**config.mk**
```make
export PLATFORM = sky130hd
export DESIGN_NAME = bcd_conv_sequencer_flat
export DESIGN_NICKNAME = d
export VERILOG_FILES = /design/src/rtl/bcd_conv_sequencer_if.sv /design/src/rtl/bcd_conv_sequencer.sv /design/src/flat_wrapper.sv
export SDC_FILE = /design/constraint.sdc
export NUM_CORES = 1
export LEC_CHECK = 0
export BUFFER_PORTS_ARGS = -buffer_cell sky130_fd_sc_hd__buf_2
export CAP_MARGIN = 20
export CORE_MARGIN = 3
export CORE_UTILIZATION = 30
export CTS_BUF_LIST = sky130_fd_sc_hd__clkbuf_4 sky130_fd_sc_hd__clkbuf_8
export CTS_CLUSTER_DIAMETER = 200
export DETAILED_ROUTE_END_ITERATION = 6
export REMOVE_ABC_BUFFERS = 1
export SYNTH_ARGS = -nofsm -noshare
export SYNTH_HDL_FRONTEND = slang
export SYNTH_SLANG_ARGS = --single-unit
```
**constraint.sdc**
```tcl
create_clock -name i_clk -period 3.03 [get_ports i_clk]
set_input_delay 0.4545 -clock i_clk [delete_from_list [all_inputs] [get_ports i_clk]]
set_output_delay 0.4545 -clock i_clk [all_outputs]
set_load 0.03 [all_outputs]
```
**src/rtl/bcd_conv_sequencer_if.sv**
```systemverilog
// Result-path handshake bundle for the binary-to-BCD sequencer.
// Input word side: i_valid/o_ready/i_bin/i_sign; result side: o_valid/i_ready/o_bcd/o_negative.
interface bcd_conv_sequencer_if #(
    parameter int NB_DATA = 8,
    parameter int NB_BCD  = 12
);
    logic               i_valid;
    logic               o_ready;
    logic [NB_DATA-1:0] i_bin;
    logic               i_sign;
    logic               o_valid;
    logic               i_ready;
    logic [NB_BCD-1:0]  o_bcd;
    logic               o_negative;

    modport master (
        output i_valid, i_bin, i_sign, i_ready,
        input  o_ready, o_valid, o_bcd, o_negative
    );

    modport slave (
        input  i_valid, i_bin, i_sign, i_ready,
        output o_ready, o_valid, o_bcd, o_negative
    );
endinterface

```
**src/rtl/bcd_conv_sequencer.sv**
```systemverilog
// Multi-cycle Double Dabble binary-to-BCD converter, one shift per clock.
// Ports: i_clk, i_rst_n (async low), i_clear (sync abort), o_busy, bus (slave handshake).
module bcd_conv_sequencer #(
    parameter int NB_DATA = 8,
    parameter int NB_BCD  = 12,
    parameter int NB_CNT  = 4
) (
    input  logic                 i_clk,
    input  logic                 i_rst_n,
    input  logic                 i_clear,
    output logic                 o_busy,
    bcd_conv_sequencer_if.slave  bus
);
    localparam int NB_SR = NB_BCD + NB_DATA;
    localparam int NDIG  = NB_BCD / 4;

    typedef enum logic [1:0] {
        IDLE,
        SHIFT,
        DONE
    } state_t;

    state_t             state_q, state_d;
    logic [NB_SR-1:0]   sr_q, sr_d;
    logic [NB_SR-1:0]   sr_adj, sr_shl;
    logic [NB_CNT-1:0]  cnt_q, cnt_d;
    logic               neg_q, neg_d;
    logic [NB_BCD-1:0]  bcd_q, bcd_d;
    logic               nout_q, nout_d;
    logic               in_neg;
    logic [NB_DATA-1:0] mag;

    // Signed 0x80 negates to itself and reads back as 128 unsigned.
    assign in_neg = bus.i_sign & bus.i_bin[NB_DATA-1];
    assign mag    = in_neg ? -bus.i_bin : bus.i_bin;

    // Add-3 on every BCD digit >= 5, then shift left one.
    always_comb begin
        sr_adj = sr_q;
        for (int d = 0; d < NDIG; d++) begin
            if (sr_q[NB_DATA+4*d +: 4] >= 4'd5)
                sr_adj[NB_DATA+4*d +: 4] = sr_q[NB_DATA+4*d +: 4] + 4'd3;
        end
        sr_shl = sr_adj << 1;
    end

    always_comb begin
        state_d = state_q;
        sr_d    = sr_q;
        cnt_d   = cnt_q;
        neg_d   = neg_q;
        bcd_d   = bcd_q;
        nout_d  = nout_q;
        if (i_clear) begin
            state_d = IDLE;
        end else begin
            unique case (state_q)
                IDLE: begin
                    if (bus.i_valid) begin
                        sr_d    = {{NB_BCD{1'b0}}, mag};
                        neg_d   = in_neg;
                        cnt_d   = NB_CNT'(NB_DATA);
                        state_d = SHIFT;
                    end
                end
                SHIFT: begin
                    sr_d  = sr_shl;
                    cnt_d = cnt_q - NB_CNT'(1);
                    if (cnt_q == NB_CNT'(1)) begin
                        bcd_d   = sr_shl[NB_SR-1 -: NB_BCD];
                        nout_d  = neg_q;
                        state_d = DONE;
                    end
                end
                DONE: begin
                    if (bus.i_ready)
                        state_d = IDLE;
                end
                default: state_d = IDLE;
            endcase
        end
    end

    always_ff @(posedge i_clk or negedge i_rst_n) begin
        if (!i_rst_n) begin
            state_q <= IDLE;
            sr_q    <= '0;
            cnt_q   <= '0;
            neg_q   <= 1'b0;
            bcd_q   <= '0;
            nout_q  <= 1'b0;
        end else begin
            state_q <= state_d;
            sr_q    <= sr_d;
            cnt_q   <= cnt_d;
            neg_q   <= neg_d;
            bcd_q   <= bcd_d;
            nout_q  <= nout_d;
        end
    end

    assign bus.o_ready    = (state_q == IDLE);
    assign bus.o_valid    = (state_q == DONE);
    assign o_busy         = (state_q == SHIFT);
    assign bus.o_bcd      = bcd_q;
    assign bus.o_negative = nout_q;
endmodule
```
**src/flat_wrapper.sv**
```systemverilog
// flat-port wrapper written by rule: the top's interface ports become plain ports
module bcd_conv_sequencer_flat 
#(
    parameter int NB_DATA = 8,
    parameter int NB_BCD  = 12,
    parameter int NB_CNT  = 4
)
  (i_clk, i_rst_n, i_clear, o_busy, bus_i_valid, bus_i_bin, bus_i_sign, bus_i_ready, bus_o_ready, bus_o_valid, bus_o_bcd, bus_o_negative);
  bcd_conv_sequencer_if #(.NB_DATA(NB_DATA), .NB_BCD(NB_BCD)) bus_i ();
  input  logic i_clk;
  input  logic i_rst_n;
  input  logic i_clear;
  output logic o_busy;
  input wire logic [$bits(bus_i.i_valid)-1:0] bus_i_valid;
  input wire logic [$bits(bus_i.i_bin)-1:0] bus_i_bin;
  input wire logic [$bits(bus_i.i_sign)-1:0] bus_i_sign;
  input wire logic [$bits(bus_i.i_ready)-1:0] bus_i_ready;
  output wire logic [$bits(bus_i.o_ready)-1:0] bus_o_ready;
  output wire logic [$bits(bus_i.o_valid)-1:0] bus_o_valid;
  output wire logic [$bits(bus_i.o_bcd)-1:0] bus_o_bcd;
  output wire logic [$bits(bus_i.o_negative)-1:0] bus_o_negative;
  assign bus_i.i_valid = bus_i_valid;
  assign bus_i.i_bin = bus_i_bin;
  assign bus_i.i_sign = bus_i_sign;
  assign bus_i.i_ready = bus_i_ready;
  assign bus_o_ready = bus_i.o_ready;
  assign bus_o_valid = bus_i.o_valid;
  assign bus_o_bcd = bus_i.o_bcd;
  assign bus_o_negative = bus_i.o_negative;
  bcd_conv_sequencer #(.NB_DATA(NB_DATA), .NB_BCD(NB_BCD), .NB_CNT(NB_CNT)) u_core (.i_clk(i_clk), .i_rst_n(i_rst_n), .i_clear(i_clear), .o_busy(o_busy), .bus(bus_i));
endmodule
```
==> impl_metrics.tcl, run 1 <==
set metrics [dict create \
    drive_gt1_share_pct 22.8 \
    ir_drop_v 0.000324 \
    start_util_pct 31.8 \
    clkTransAtPathRegs_ps 80 \
    fin_crit_sh_pct 64.8 \
    slew_viol_final 0 \
    die_x_um 89.3 \
    cts-resized-gates 0 \
    critPathLaunch "u_core.state_q[0]" \
    cts_max_level 2 \
    synth_cell_type_count 43 \
    timing.rr.start "u_core.sr_q[9]" \
    finalSetupTns_ps 0 \
    clockRootBuffer "clkbuf_8" \
    core_sq_um 6530 \
    reg2reg_to "u_core.bus.o_bcd[2]" \
    rows 29 \
    cpMaxStageDelayCell "dfrtp_1" \
    drc_errors 0 \
    nNetsFinal 251 \
    grt_pass1_vias 1546 \
    synthSimpleGateAreaFrac_pct 15.2 \
    r2r_slack_ps 1370 \
    syn-instance-count 196 \
    routed_via_density 5.10 \
    required_ps 2580 \
    max_freq_mhz 509 \
    grtUsageTotal_pct 11.9 \
    port_buffers 29 \
    combPwrFrac_pct 36.3 \
    cellPowerDensity_nw_per_um2 760 \
    cts.sinks 40 \
    slowest_delay_ps 480 \
    grt_setup_unrepaired "false" \
    synth_most_common_cell "dfrtp_1" \
    fill_cells 672 \
    crit_fanout 10 \
    floorplan.die_area_sq_um 7970 \
    p_sw_share_pct 38.0 \
    fin_ws_ps 1070 \
    fin_skew_ps 7.90 \
    syn_avg_cell_area_sq_um 10.6 \
    cp_data_arrival_time_ps 1510 \
    grt_max_degree 41 \
    cts_tree "built" \
    synth_top_family_by_area "compound AO/OA/AOI/OAI gates" \
    internal-power_w 0.00112 \
    synth_area_leaders "dfrtp_1 (48%), ha_1 (5.4%), mux2_2 (4.3%)" \
    synth_flop_cell "dfrtp_1" \
    numCtsBuffers 5 \
    multi_input_area_sq_um 997 \
    place_ws_ps 1350 \
    grt_overflow 0 \
    ys_seq_area_share_pct 48.1 \
    synth-async-reset-ratio_pct 100 \
    holdCritPathClass "in -> async" \
    io_pins 30 \
    muxShareOfSynthArea_pct 6.26 \
    synth-edff-count 0 \
    synth-xor-area-share_pct 4.21 \
    yosysTopAreaCell "dfrtp_1" \
    first_iter_violations 59 \
    outcome "completed" \
    synth_fa_ha_area_share_pct 5.42 \
    cts-hold-fix-buffers 0 \
    setup_viol 0 \
    min_period_ps 1960 \
    crit_path_start_kind "flip-flop" \
    grt_pass1_wl_um 7290 \
    post_drt_wl_per_cell_um 14.1 \
    vias 1556 \
    synth-compound-area-share_pct 16.8 \
    ant_nets 0 \
    cellLeakagePower_nw 1.14 \
    ys_top_cells_by_count "dfrtp_1 (40), nand2_1 (16), inv_1 (12)" \
    wirelength_um 4290 \
    antenna_found_initial 0 \
    critPathKind "reg -> out" \
    crit_chain "or2b_4, inv_1, buf_2" \
    cp_top_family "flip-flops" \
    dp_hpwl_um 3050 \
    cp-end-kind "output port" \
    worst_slew_pin_slew_ps 895 \
    syn2layout_area_growth_pct 14.1 \
    antenna_cells 0 \
    drt_first_pass_iters 4 \
    synth_area_sq_um 2080 \
    die_height_um 89.3 \
    post-cts-setup-buffers 0 \
    r2r_cells 6 \
    slew_headroom_pct 40.3 \
    finalHoldViolations 0 \
    maxCapViolCount 0 \
    place_congestion 0.788 \
    clk_path_buf_depth 2 \
    synth_warnings 0 \
    path_buf_inv 2 \
    p_switching_w 0.000687 \
    power_frac_seq_pct 44.8 \
    clk_latency_ps 290 \
    clockPowerShare_pct 18.9 \
    synth_top_area_share_pct 48.1 \
    final-seq-area_sq_um 1000 \
    ys_ff_latch 40 \
]
[cell families after synthesis]
family | Yosys count
AND/OR/NAND/NOR | 54
buffers and inverters | 17
multiplexers | 12
XOR/XNOR | 10
flip-flops | 40
adder cells (fa/ha/maj) | 9
AO/OA/AOI/OAI | 54
[power by group through the flow]
stage                     clock, W  sequential [W]  combinational [W]
after global placement           0        0.000813           0.000650
after global routing      0.000372        0.000835           0.000739
after CTS                 0.000352        0.000807           0.000665
after floorplan                  0        0.000854           0.000425
final                     0.000342        0.000808           0.000656
after detailed placement         0        0.000814           0.000661
[stage by stage]
step	cell area [sq um]	power (W)	util [%]	cells	hold slack (ps)
finish	2370	0.00180	36.3	305	292
global route	2370	0.00195	36.3	305	362
global placement	2290	0.00146	35.1	298	464
detailed placement	2290	0.00148	35.1	298	461
floorplan	2040	0.00128	-	191	159
CTS	2370	0.00182	36.3	305	324
[flip-flops by register name, summed over array words and instances, names as in the netlist]
name                   cells
u_core.sr_q               20
u_core.neg_q               1
u_core.bus.o_negative      1
u_core.cnt_q               4
u_core.bus.o_bcd          12
u_core.state_q             2
[placed cells by master (no fill, tap or decap), types with 4 or more instances in the layout]
cell / count
a22o_1: 6
mux2_2: 8
inv_1: 12
o21ai_1: 5
mux2i_1: 4
a21oi_1: 11
xnor2_1: 8
o21ai_0: 11
nand2_1: 16
buf_2: 29
ha_1: 9
dfrtp_1: 40
nand3_1: 7
nor3b_1: 5
clkbuf_8: 5
nor2_1: 7
[worst max path at each step]
stage               cells past startpoint                  end  slack (ps)
global route                            3               o_busy        1000
finish                                  3               o_busy        1070
CTS                                     3               o_busy        1060
detailed placement                      6  u_core.bus.o_bcd[2]        1350
global placement                        5  u_core.bus.o_bcd[2]        1400
floorplan                               3  u_core.bus.o_bcd[0]        1510
[layer usage]
metal | global-route usage, % | part of all wire [%] | up-vias
met5 | 0 | 0 | -
met4 | 3.65 | 1.2 | 0
met3 | 2.95 | 4.4 | 7
met2 | 18.5 | 45 | 37
met1 | 16.4 | 49 | 744
li1 | - | - | 768
[cell type report]
cell class	count	area share, %
Sequential cell	40	42.2
Multi-Input combinational cell	139	42.0
Timing Repair Buffer	30	6.43
Tap cell	77	4.06
Clock buffer	6	3.22
Inverter	12	1.90
Clock inverter	1	0.211
No activity file was read; power rests on OpenSTA's default activity.
==> run 2, diff against run 1 <==
--- a/config.mk
+++ b/config.mk
@@ -5,6 +5,7 @@
 export SDC_FILE = /design/constraint.sdc
 export NUM_CORES = 1
 export LEC_CHECK = 0
+export ABC_AREA = 1
 export BUFFER_PORTS_ARGS = -buffer_cell sky130_fd_sc_hd__buf_2
 export CAP_MARGIN = 20
 export CORE_MARGIN = 3
==> constraint.sdc (replaced) <==
create_clock -name i_clk -period 1.6 [get_ports i_clk]
set_input_delay 0.24 -clock i_clk [delete_from_list [all_inputs] [get_ports i_clk]]
set_output_delay 0.24 -clock i_clk [all_outputs]
set_load 0.03 [all_outputs]
==> run 2 against run 1 <==
Against the previous run:
- sequential power up 68%
- highest routed layer unchanged
- via count up 15%
- critical path type unchanged
- utilization up 0.56 points
- combinational power up 26%
==> impl_metrics.tcl, run 2 <==
set metrics [dict create \
    outcome "completed" \
    io_pins 30 \
    synth-async-reset-ratio_pct 100 \
    clk_path_buf_depth 2 \
    ys_top_cells_by_count "nand2_1 (91), dfrtp_1 (40), inv_1 (26), nor2_1 (26), o21ai_0 (15)" \
    cts_tree "built" \
    numCtsBuffers 5 \
    path_buf_inv 2 \
    routed-wl-met2_um 1960 \
    drc_errors 0 \
    wl_met1_um 2220 \
    max_freq_mhz 681 \
    vias 1784 \
    antenna_cells 0 \
    yosysTopAreaCell "dfrtp_1" \
    cp_data_arrival_time_ps 1230 \
    synth_flop_cell "dfrtp_1" \
    wirelength_um 4450 \
    first_iter_violations 87 \
    synth_top_area_share_pct 46.7 \
    synth_area_leaders "dfrtp_1 (47%), nand2_1 (16%), ha_1 (5.3%)" \
    min_period_ps 1470 \
    drt_first_pass_iters 4 \
    maxCapViolCount 0 \
    post_drt_wl_per_cell_um 11.0 \
    nNetsFinal 329 \
    rows 30 \
    finalHoldViolations 0 \
    synth_cell_type_count 24 \
    clockRootBuffer "clkbuf_8" \
    grt_overflow 0 \
    slew_headroom_pct 67.9 \
    grt_pass1_vias 1811 \
    grt_pass1_wl_um 8240 \
    syn_avg_cell_area_sq_um 7.94 \
    ir_drop_v 0.000363 \
    ant_nets 0 \
    die_height_um 90.6 \
    cellPowerDensity_nw_per_um2 1140 \
    synth-edff-count 0 \
    port_buffers 29 \
    dp_hpwl_um 3280 \
    worst_slew_pin_slew_ps 482 \
    start_util_pct 31.2 \
    slew_viol_final 0 \
    holdCritPathClass "in -> reg" \
    cpMaxStageDelayCell "dfrtp_2" \
    syn2layout_area_growth_pct 18.2 \
    cts_max_level 2 \
    ys_seq_area_share_pct 46.7 \
    drive_gt1_share_pct 20.5 \
    required_ps 1360 \
    fin_crit_sh_pct 91.7 \
    fin_ws_ps 132 \
    final_common_cell "nand2_1" \
    synth_warnings 0 \
    critPathKind "reg -> out" \
    grt_setup_unrepaired "false" \
    core_sq_um 6870 \
    crit_path_start_kind "flip-flop" \
    place_congestion 0.759 \
    place_ws_ps 156 \
    fin_skew_ps 8.40 \
    cellLeakagePower_nw 1.34 \
    routed_via_density 4.43 \
    setup_viol 0 \
    clkTransAtPathRegs_ps 80 \
    cts.sinks 40 \
    grt_max_degree 22 \
    largest-register "u_core.sr_q" \
    crit_fanout 7 \
    cp_top_family "flip-flops" \
    highest_layer "met4" \
    grtUsageTotal_pct 12.1 \
    ys_ff_latch 40 \
    fill_cells 739 \
    floorplan.die_area_sq_um 8200 \
    final_cell_mix "nand2_1 (90), dfrtp_1 (38), buf_2 (29)" \
    finalSetupTns_ps 0 \
    antenna_found_initial 0 \
    dr_wl_met3_um 222 \
    die_x_um 90.6 \
    clk_latency_ps 290 \
    largest_register_ffs 20 \
    slowest_delay_ps 450 \
    cp-end-kind "output port" \
    syn-instance-count 270 \
    synth_most_common_cell "nand2_1" \
    synth_area_sq_um 2140 \
    crit_chain "inv_2, nor2_4, buf_2" \
]
-- run 2: changes by cell type after synthesis, sizes merged, moves of 4 or more --
cell,change
mux2i,-4
a21oi,-5
a22o,-6
mux2,-8
nor3b,-7
o21ai,+15
nor2,+21
xnor2,-8
nand2,+75
inv,+21
-- run 2: logic make-up (layout without fill, tap and decap cells) --
family / count (synthesis) / in the layout / synth area share (%)
xor gates and xnor gates: 4 / 4 / 1.63
AOI/OAI and AO/OA: 47 / 47 / 13.2
buffers and inverters: 39 / 76 / 7.88
adders and majority gates: 9 / 9 / 5.25
DFF: 40 / 40 / 46.7
and+or+nand+nor: 131 / 131 / 25.3
-- run 2: metal layers --
layer	vias to the layer above	track usage, %
met4	0	3.06
met5	-	0
met2	46	19.5
li1	923	-
met1	810	15.8
met3	5	3.42
-- run 2: area by class of cell --
class,count,area (sq um),area share (%)
repair buffers,35,218,8.59
multi-input cells,191,977,38.5
inverters,33,124,4.89
well taps,96,120,4.74
flip-flops and latches,40,1000,39.6
clock inverters,2,10.0,0.395
clock buffers,6,82.6,3.26
-- run 2: path summary, 6_finish.rpt --
path                                           from                    to  slack [ps]  cells past startpoint
worst max-delay path              u_core.state_q[0]                o_busy         130                      3
min in group asynchronous                   i_rst_n  u_core.bus.o_bcd[10]         440                      2
worst max register to register      u_core.sr_q[12]       u_core.sr_q[14]         140                      8
max in group asynchronous                   i_rst_n        u_core.sr_q[8]         660                      3
worst min register to register  u_core.bus.o_bcd[0]   u_core.bus.o_bcd[0]         470                      2
worst min-delay path                    bus_i_ready     u_core.state_q[1]         130                      2
-- run 2: repair_timing --
action | CTS | global route
hold buffers | 1 | 0
buffers inserted | 0 | 0
endpoints found under the setup margin | 0 | 5
resized for setup | 0 | 3
hold endpoints to repair | 19 | 0
-- run 2: report_power, final --
part / internal, W / switching (W) / leakage (nW) / total [W]
Sequential: 0.00121 / 0.000149 / 0.528 / 0.00136
Clock: 0.000344 / 0.000354 / 0.0510 / 0.000699
Combinational: 0.000286 / 0.000540 / 0.757 / 0.000826
-- run 2: per-stage QoR --
step           total power, W  cell area, sq um  instances  hold slack, ps  utilization (%)
3_5_place_dp          0.00220              2430        394             236             35.3
4_1_cts               0.00292              2530        403             129             36.8
6_report              0.00288              2530        403             133             36.9
3_3_place_gp          0.00219              2430        394             233             35.3
5_1_grt               0.00311              2530        403             133             36.9
2_1_floorplan         0.00195              2100        264           -55.6                -
==> run 3, diff against run 2 <==
--- a/config.mk
+++ b/config.mk
@@ -13,6 +13,7 @@
 export CTS_BUF_LIST = sky130_fd_sc_hd__clkbuf_4 sky130_fd_sc_hd__clkbuf_8
 export CTS_CLUSTER_DIAMETER = 200
 export DETAILED_ROUTE_END_ITERATION = 6
+export PLACE_DENSITY_LB_ADDON = 0.15
 export REMOVE_ABC_BUFFERS = 1
 export SYNTH_ARGS = -nofsm -noshare
 export SYNTH_HDL_FRONTEND = slang
==> run 3 against run 2 <==
Against the previous run:
- register-to-register slack better by 20 ps
- clock power increased by 19%
- non-clock buffer count unchanged
- highest routed layer unchanged
- die area did not move
- setup slack improved by 1.9 ps
- critical endpoint unchanged
- critical path depth unchanged
- hold slack lost 12 ps
==> impl_metrics.tcl, run 3 (synthesis results as in run 2) <==
set metrics [dict create \
    outcome "completed" \
    slew_headroom_pct 71.8 \
    max_freq_mhz 682 \
    place_congestion 0.755 \
    cp_top_family "flip-flops" \
    fin_crit_sh_pct 91.6 \
    dp_hpwl_um 3320 \
    power_w 0.00301 \
    port_buffers 29 \
    clkTransAtPathRegs_ps 80 \
    min_period_ps 1470 \
    crit_chain "inv_2, nor2_4, buf_2" \
    post_drt_wl_per_cell_um 11.2 \
    ir_drop_v 0.000339 \
    maxCapViolCount 0 \
    crit_path_start_kind "flip-flop" \
    grt_pass1_vias 1712 \
    numCtsBuffers 5 \
    clockRootBuffer "clkbuf_8" \
    fill_cells 725 \
    final_common_cell "nand2_1" \
    io_pins 30 \
    largest-register "u_core.sr_q" \
    finish.utilization_pct 37.1 \
    antenna_cells 0 \
    first_iter_violations 51 \
    rows 30 \
    antenna_found_initial 0 \
    worst_slew_pin_slew_ps 422 \
    floorplan.die_area_sq_um 8200 \
    path_buf_inv 2 \
    grt_overflow 0 \
    cts_tree "built" \
    cts.sinks 40 \
    holdWs_ps 122 \
    core_sq_um 6870 \
    cts_max_level 2 \
    wirelength_um 4530 \
    holdCritPathClass "in -> reg" \
    largest_register_ffs 20 \
    vias 1727 \
    clk_path_buf_depth 2 \
    grt_setup_unrepaired "true" \
    die_height_um 90.6 \
    final_cell_mix "nand2_1 (91), dfrtp_1 (38), buf_2 (29)" \
    drt_first_pass_iters 4 \
    slew_viol_final 0 \
    cpMaxStageDelayCell "dfrtp_2" \
    routed_via_density 4.29 \
    cp_data_arrival_time_ps 1230 \
    crit_fanout 7 \
    ant_nets 0 \
    slowest_delay_ps 460 \
    die_x_um 90.6 \
    fin_skew_ps 5.96 \
    grt_max_degree 25 \
    drive_gt1_share_pct 20.2 \
    nNetsFinal 329 \
    cellLeakagePower_nw 1.34 \
    cp-end-kind "output port" \
    grtUsageTotal_pct 12.4 \
    post-cts-setup-buffers 0 \
    start_util_pct 31.2 \
    clk_latency_ps 290 \
    required_ps 1360 \
    syn2layout_area_growth_pct 19.0 \
    grt_pass1_wl_um 8180 \
    setup_viol 0 \
    critPathKind "reg -> out" \
    cellPowerDensity_nw_per_um2 1180 \
    drc_errors 0 \
    finalHoldViolations 0 \
]
## run 3: cell types whose count changed in the layout (fill, tap and decap cells not counted)
| cell | delta |
|---|---|
| bufinv_16 | +1 |
| clkbuf_4 | +1 |
| clkbuf_8 | -1 |
| clkinv_2 | -1 |
| nand2_1 | +1 |
| nand2_2 | -1 |
## run 3: what timing repair did
item / in CTS / in global routing
setup endpoints to repair: 0 / 6
endpoints found under the hold margin: 16 / 0
hold buffers: 1 / 0
resized for setup: 0 / 2
## run 3: worst paths after layout
check	startpoint	slack, ps	cells after the start	to
hold / removal	bus_i_ready	120	2	u_core.state_q[1]
hold reg to reg	u_core.bus.o_negative	470	2	u_core.bus.o_negative
min in group asynchronous	i_rst_n	420	2	u_core.sr_q[18]
setup reg to reg	u_core.sr_q[8]	160	7	u_core.sr_q[10]
setup / recovery	u_core.state_q[0]	130	3	o_busy
max in group asynchronous	i_rst_n	690	3	u_core.sr_q[8]
## run 3: cell type report
type,count,area (sq um),share of cell area (%)
Multi-Input combinational cell,191,975,38.2
Clock inverter,2,35.0,1.37
Sequential cell,40,1000,39.3
Clock buffer,6,76.3,2.99
Timing Repair Buffer,35,218,8.53
Tap cell,96,120,4.71
Inverter,33,124,4.86
## run 3: stage by stage
stage               TNS [ps]  setup slack [ps]  cells  instance area (sq um)
global route           -65.1             -34.3    403                   2550
detailed placement         0               166    394                   2430
CTS                        0              27.8    403                   2550
floorplan                  0               102    264                   2100
global placement           0               153    394                   2430
finish                     0               134    403                   2550
## run 3: power breakdown
| group | internal, W | switching (W) | total [W] |
|---|---|---|---|
| clock network | 0.000480 | 0.000351 | 0.000831 |
| logic | 0.000286 | 0.000536 | 0.000822 |
| registers | 0.00121 | 0.000151 | 0.00136 |
## run 3: routing by layer
metal	GRT usage [%]	vias up	part of all wire (%)
li1	-	923	-
met1	16.9	768	50
met2	18.8	29	44
met3	3.42	7	4.4
met4	4.21	0	1.5
met5	0	-	0
